<file path="config.mk">
export PLATFORM = sky130hd
export DESIGN_NAME = pc_sequencer
export DESIGN_NICKNAME = d
export VERILOG_FILES = /design/src/rtl/pc_sequencer.sv
export SDC_FILE = /design/constraint.sdc
export NUM_CORES = 1
export LEC_CHECK = 0
export CORE_ASPECT_RATIO = 1.2
export CORE_MARGIN = 4
export CORE_UTILIZATION = 25
export CTS_BUF_LIST = sky130_fd_sc_hd__clkbuf_8
export DETAILED_ROUTE_END_ITERATION = 10
export REMOVE_ABC_BUFFERS = 1
export SYNTH_ARGS = -nofsm -noshare
export SYNTH_HDL_FRONTEND = slang
export SYNTH_SLANG_ARGS = --single-unit
</file>
<file path="constraint.sdc">
create_clock -name clock -period 19.6 [get_ports clock]
set_input_delay 3.92 -clock clock [delete_from_list [all_inputs] [get_ports clock]]
set_output_delay 3.92 -clock clock [all_outputs]
set_load 0.005 [all_outputs]
</file>
<file path="src/rtl/pc_sequencer.sv">
// pc_sequencer: instruction fetch/execute sequencer with a balanced-ternary
// program counter (2 bits per trit: 11=-1, 00=0, 01=+1, 10=invalid).
//
// Optional build macro PC_INVALID_TRIT_TRAP_EN: when defined, an invalid trit
// in the used low trits of a taken branch offset traps to HALT and raises a
// sticky error flag. When undefined, error is tied low and the invalid code
// is read as 0.
//
// Handshake: fetch_req is high for every cycle the sequencer is in FETCH and
// stays high until the memory answers with fetch_ack. The word on fetch_data
// is captured on the edge where fetch_ack is seen, and instr_valid pulses for
// exactly the following cycle. exec_done (with branch_valid, branch_offset and
// halt_req) is sampled only in EXEC. Each input is ignored in every other state.
module pc_sequencer #(
  parameter int WORD_SIZE     = 9,
  parameter int MEM_ADDR_SIZE = 3
) (
  input  logic                       clock,
  input  logic                       reset_n,
  input  logic                       start,
  output logic                       fetch_req,
  output logic [2*MEM_ADDR_SIZE-1:0] fetch_addr,
  input  logic                       fetch_ack,
  input  logic [2*WORD_SIZE-1:0]     fetch_data,
  output logic [2*WORD_SIZE-1:0]     instr,
  output logic                       instr_valid,
  input  logic                       exec_done,
  input  logic                       branch_valid,
  input  logic [2*WORD_SIZE-1:0]     branch_offset,
  input  logic                       halt_req,
  output logic [2*MEM_ADDR_SIZE-1:0] pc,
  output logic                       halted,
  output logic                       error,
  output logic [1:0]                 debug_state
);

  localparam int AW = 2 * MEM_ADDR_SIZE;
  localparam int WW = 2 * WORD_SIZE;

  typedef enum logic [1:0] {
    S_IDLE  = 2'd0,
    S_FETCH = 2'd1,
    S_EXEC  = 2'd2,
    S_HALT  = 2'd3
  } state_t;

  state_t          state;
  logic [AW-1:0]   pc_q;
  logic [WW-1:0]   instr_q;
  logic            instr_valid_q;
  logic [AW-1:0]   pc_inc;
  logic [AW-1:0]   pc_branch;
  logic [AW-1:0]   offset_low;

  // Trit value of a 2-bit code; the invalid code reads as 0.
  function automatic int trit_val(input logic [1:0] t);
    case (t)
      2'b01:   return 1;
      2'b11:   return -1;
      default: return 0;
    endcase
  endfunction

  // 2-bit code of a trit value in {-1,0,+1}.
  function automatic logic [1:0] trit_enc(input int v);
    if (v == 1)       return 2'b01;
    else if (v == -1) return 2'b11;
    else              return 2'b00;
  endfunction

  // Keep only the trits that fit the program counter.
  function automatic logic [AW-1:0] trunc_offset(input logic [WW-1:0] off);
    return off[AW-1:0];
  endfunction

  // Trit-serial balanced-ternary add; the final carry is dropped so the
  // result wraps modulo 3^MEM_ADDR_SIZE.
  function automatic logic [AW-1:0] tern_add(input logic [AW-1:0] a,
                                             input logic [AW-1:0] b);
    int carry;
    int s;
    logic [AW-1:0] r;
    carry = 0;
    r     = '0;
    for (int i = 0; i < MEM_ADDR_SIZE; i++) begin
      s = trit_val(a[2*i +: 2]) + trit_val(b[2*i +: 2]) + carry;
      if (s > 1) begin
        s     = s - 3;
        carry = 1;
      end else if (s < -1) begin
        s     = s + 3;
        carry = -1;
      end else begin
        carry = 0;
      end
      r[2*i +: 2] = trit_enc(s);
    end
    return r;
  endfunction

  // Next-pc candidates for sequential flow and for a taken branch.
  always_comb begin
    offset_low = trunc_offset(branch_offset);
    pc_inc     = tern_add(pc_q, {{(AW-2){1'b0}}, 2'b01});
    pc_branch  = tern_add(pc_q, offset_low);
  end

`ifdef PC_INVALID_TRIT_TRAP_EN
  logic offset_bad;
  logic error_q;

  // Flag any invalid trit code among the offset trits that reach the pc.
  always_comb begin
    offset_bad = 1'b0;
    for (int i = 0; i < MEM_ADDR_SIZE; i++) begin
      if (offset_low[2*i +: 2] == 2'b10) offset_bad = 1'b1;
    end
  end

  assign error = error_q;
`else
  assign error = 1'b0;
`endif

  // Sequencer FSM with the pc, captured instruction and valid pulse.
  always_ff @(posedge clock or negedge reset_n) begin
    if (!reset_n) begin
      state         <= S_IDLE;
      pc_q          <= '0;
      instr_q       <= '0;
      instr_valid_q <= 1'b0;
`ifdef PC_INVALID_TRIT_TRAP_EN
      error_q       <= 1'b0;
`endif
    end else begin
      instr_valid_q <= 1'b0;
      case (state)
        S_IDLE: begin
          if (start) state <= S_FETCH;
        end
        S_FETCH: begin
          if (fetch_ack) begin
            instr_q       <= fetch_data;
            instr_valid_q <= 1'b1;
            state         <= S_EXEC;
          end
        end
        S_EXEC: begin
          if (exec_done) begin
            if (halt_req) begin
              state <= S_HALT;
            end else if (branch_valid) begin
`ifdef PC_INVALID_TRIT_TRAP_EN
              if (offset_bad) begin
                error_q <= 1'b1;
                state   <= S_HALT;
              end else begin
                pc_q  <= pc_branch;
                state <= S_FETCH;
              end
`else
              pc_q  <= pc_branch;
              state <= S_FETCH;
`endif
            end else begin
              pc_q  <= pc_inc;
              state <= S_FETCH;
            end
          end
        end
        default: begin
          state <= S_HALT;
        end
      endcase
    end
  end

  assign fetch_req   = (state == S_FETCH);
  assign fetch_addr  = pc_q;
  assign pc          = pc_q;
  assign instr       = instr_q;
  assign instr_valid = instr_valid_q;
  assign halted      = (state == S_HALT);
  assign debug_state = state;

endmodule
</file>
==> results of run 1 <==
==> area by class of cell <==
cell class                      instances  area (um^2)
Clock inverter                          1        7.507
Sequential cell                        27        675.6
Timing Repair Buffer                   66        658.1
Clock buffer                            3        41.29
Tap cell                              220        275.3
Inverter                               54        202.7
Multi-Input combinational cell        464         3452
Fill cell                            1861        12330
==> per-stage QoR <==
stage	instances	util [%]
floorplan	545	-
global placement	831	29.84
detailed placement	831	29.84
CTS	835	30.12
global route	835	30.12
finish	835	30.12
==> per-layer routing <==
metal | track usage, % | vias to the layer above
met4 | 2.401 | 0
met5 | 0 | -
met3 | 0.3777 | 18
li1 | - | 2144
met1 | 14.88 | 2132
met2 | 20.14 | 105
==> worst max-delay path: cells and delay by family <==
family          cells  cell delay (ns)
simple gates        5             0.85
buf+inv             8             1.42
compound gates      6             1.26
fa+ha+maj          11             5.04
==> kinds of logic (layout without fill, tap and decap cells) <==
group	after synthesis	in the layout	synth area share, %
AND/OR/NAND/NOR	242	242	27.92
flip-flops	27	27	14.96
XOR/XNOR	3	3	0.5818
AO/OA/AOI/OAI	144	144	23.24
multiplexers	8	8	1.828
buffers and inverters	91	124	8.615
adder cells (fa/ha/maj)	66	66	22.77
other	1	1	0.08302
==> registers in the layout (all words and copies together) (netlist names) <==
name / cells
instr: 18
instr_valid: 1
debug_state: 2
fetch_addr: 6
==> how the worst max path moves through the flow <==
stage	end	slack, ns	start
final	fetch_addr[4]	7.29	branch_offset[0]
after global routing	fetch_addr[4]	6.71	branch_offset[0]
after CTS	fetch_addr[4]	7.30	branch_offset[0]
after detailed placement	fetch_addr[4]	7.01	branch_offset[0]
after global placement	fetch_addr[4]	7.09	branch_offset[0]
after floorplan	fetch_addr[4]	8.40	branch_offset[1]
==> layout by cell type, fill, tap and decap left out, drive strengths merged, types with 8 or more instances in the layout <==
cell	count
clkdlybuf4s50	65
ha	39
nor3	13
nand2	92
fa	27
nor2b	10
o21ai	27
nor2	31
nand4	11
nand3	18
and2	8
nand2b	10
a31oi	8
dfrtp	27
a21oi	23
inv	53
==> results.cfg, run 1 <==
[die]
die_w_um = 130.7
dieArea_um2 = 20290
placementRows = 53
pin_count = 79
start_util_pct = 25.61
core_area_um2 = 17640
die_y_um = 155.2

[min_path]
hp-class = flip-flop to flip-flop
holdPathEnd = instr[13]
hold-path-cell-count = 2
min_from = instr[13]

[clock_network]
ctsHoldBuffers = 0
htreeDepth = 1
post-cts-setup-buffer-count = 0
clock-sinks = 27
cts_buffers = 3
cts_tree = yes
cts_buffer_depth = 2
clk_latency_ns = 0.28
clkSlewWorstSetupHoldPaths_ns = 0.11
root_buffer = clkbuf_8
post_cts_resized = 0

[sta]
whs_ns = 0.4838
worst_slew_pin_slew_ns = 0.9420
rsz0062_at_grt = no
min_period_ns = 12.31
hold_viol_final = 0
drv_slew = 0
fin_skew_ns = 0.008756
fin_ws_ns = 7.295
setup_viol = 0
fin_crit_sh_pct = 62.78
fmax_mhz = 81.27
relSlewSlack_pct = 37.08
finalSetupTns_ns = 0

[logic_synthesis]
async_flop_share_pct = 100.0
yosysUniqueCellTypes = 79
synth-edff-count = 0
seq_area_frac_synth_pct = 14.96
syn_inst = 582
yosys.area.top_type = dfrtp_1
ys_top_cells_by_count = nand2_1, inv_1, ha_1
netlist_area_um2 = 4517
yosysWarningCount = 0
synth_top_area_share_pct = 14.96
avgSynthCellArea_um2 = 7.761
ys_ff_latch = 27
dominantRegCellSynth = dfrtp_1
synth_area_leaders = dfrtp_1, fa_1, ha_1, nand2_1, inv_1
synth.most_common_cell = nand2_1

[final_layout]
antenna_cells = 0
area_delta_synth_final_pct = 17.62
drive_gt1_share_pct = 3.902
fin_nets = 725
fin_area_um2 = 5313

[run]
cap_violations = 0

[place]
placed_cell_area_um2 = 5264
portBuffers = 65
post-dp-hpwl_um = 9302
dp_slack_ns = 7.011
place.gp.congestion = 0.8931

[global_routing]
grt_max_degree = 28
grt.total_usage_pct = 11.22
grt_pass1_wl_um = 19590
grt_pass1_vias = 4089
grt-ovfl-total = 0
grt_antenna_before_repair = 0

[detailed_routing]
wl_met3_um = 334
wl_um = 11940
ant_nets = 0
wire_per_inst_um = 14.30
wl_met1_um = 5293
first_pass_iters = 5
vias = 4399
via_per_inst = 5.268
drt_iter0_markers = 449
routed-wl-met2_um = 6156
highest-signal-layer = met4
drc = 0

[critical_path]
regToRegEndpoint = fetch_addr[4]
worstPathRequired_ns = 19.80
arrival_ns = 12.51
ff2ff_path_depth = 29
setup.worst_path.start_class = input pin
crit_fanout = 11
cp-end-kind = flip-flop
timing.critical_path.mode_cell = fa_1
crit_slowest_cell = fa_1
r2r-start = fetch_addr[1]
max_stage_delay_ns = 0.75
critPathKind = input pin to flip-flop
ff2ff_setup_slack_ns = 11.08

[status]
status = complete, no violations
Power of run 1 is left out: the tool's default activity adds up to more than one toggle a clock period on the data nets, which glitch-free logic cannot reach.
==> run 2, diff against run 1 <==
- clock period: 19.6 -> 10.9 ns (I/O delays scaled with it)
==> run 2 against run 1 <==
  * Clock-buffer cell count stayed put
  * Sequential share of layout area shrank 0.11 points
  * Critical endpoint unchanged
  * Register-to-register slack got worse by 8.1 ns
  * Clock skew fell by 0.0054 ns
==> results.cfg, run 2 (synthesis gave the netlist of run 1 again) <==
[status]
status = complete, no violations

[clock_network]
cts_buffer_depth = 2
htreeDepth = 1
root_buffer = clkbuf_8
cts_buffers = 3
cts_tree = yes
post-cts-setup-buffer-count = 0
clkSlewWorstSetupHoldPaths_ns = 0.10
ctsHoldBuffers = 0
clock-sinks = 27
post_cts_resized = 0
clk_latency_ns = 0.27

[detailed_routing]
drc = 0
ant_nets = 0
first_pass_iters = 5
wl_um = 11780
wire_per_inst_um = 14.01
drt_iter0_markers = 372
via_per_inst = 5.151
vias = 4332

[sta]
min_period_ns = 9.935
rsz0062_at_grt = no
fin_skew_ns = 0.003398
drv_slew = 0
worst_slew_pin_slew_ns = 0.9019
hold_viol_final = 0
setup_viol = 0
fin_crit_sh_pct = 91.14
fmax_mhz = 100.7
relSlewSlack_pct = 39.76
finalSetupTns_ns = 0

[place]
portBuffers = 65
post-dp-hpwl_um = 9270
place.gp.congestion = 0.8763

[critical_path]
ff2ff_setup_slack_ns = 2.97
crit_fanout = 8
crit_slowest_cell = fa_1
path_delay_family = adder cells
max_stage_delay_ns = 0.60
setup.worst_path.start_class = input pin
path_buf_inv = 8
timing.critical_path.mode_cell = fa_1
arrival_ns = 10.14
cp-end-kind = flip-flop
critPathKind = input pin to flip-flop
worstPathRequired_ns = 11.11

[final_layout]
drive_gt1_share_pct = 4.831
mostFrequentLayoutCells = nand2_1, clkdlybuf4s50_1, inv_1
fin_nets = 731
largest_reg_flops = 18
antenna_cells = 0
area_delta_synth_final_pct = 18.61
final_common_cell = nand2_1

[run]
cap_violations = 0

[die]
core_area_um2 = 17640
die_y_um = 155.2
start_util_pct = 25.61
die_w_um = 130.7
dieArea_um2 = 20290
pin_count = 79
placementRows = 53

[global_routing]
grt.total_usage_pct = 11.19
grt_pass1_vias = 4133
grt-ovfl-total = 0
grt_max_degree = 28
grt_pass1_wl_um = 19670
grt_antenna_before_repair = 0

[min_path]
hp-class = flip-flop to flip-flop
==> run 2: cell count changes in the layout (fill, tap and decap cells not counted), sizes merged <==
cell  delta
buf      +6
==> run 2: layer usage <==
layer / global-route usage [%] / routed length [um]
met5: 0 / 0
met4: 2.058 / 136
met3: 0.5495 / 377
met2: 19.58 / 5867
met1: 15.33 / 5400
==> run 2: layout make-up <==
type,instances,area [um^2]
flip-flops and latches,27,675.6
well taps,220,275.3
repair buffers,72,703.2
clock buffers,3,41.29
fillers,1885,12280
clock inverters,1,7.507
multi-input cells,464,3452
inverters,54,202.7
==> run 2: tightest hold or removal path, stage by stage (launching register included) <==
cell	delay, ns
dfrtp_1	0.36
nand2_1	0.05
nand2_1	0.05
==> run 2: path summary, 6_finish.rpt <==
path                                        from            end  cells past startpoint
max in group asynchronous                reset_n       instr[7]                      2
worst min register to register          instr[3]       instr[3]                      2
worst max-delay path            branch_offset[0]  fetch_addr[4]                     29
worst min-delay path                    instr[3]       instr[3]                      2
worst max register to register     fetch_addr[0]  fetch_addr[4]                     28
min in group asynchronous                reset_n      instr[12]                      2
==> run 2: per-stage QoR <==
stage / utilization, % / hold WS [ns] / setup WS, ns / cell area (um^2) / cells
2_1_floorplan: - / 0.4697 / 1.436 / 4330 / 545
3_3_place_gp: 30.10 / 0.4571 / 0.7128 / 5309 / 837
3_5_place_dp: 30.10 / 0.4610 / 0.6226 / 5309 / 837
4_1_cts: 30.37 / 0.4881 / 0.9115 / 5358 / 841
5_1_grt: 30.37 / 0.5103 / 0.3344 / 5358 / 841
6_report: 30.37 / 0.4820 / 0.9654 / 5358 / 841
Power of run 2 is left out for the same reason.
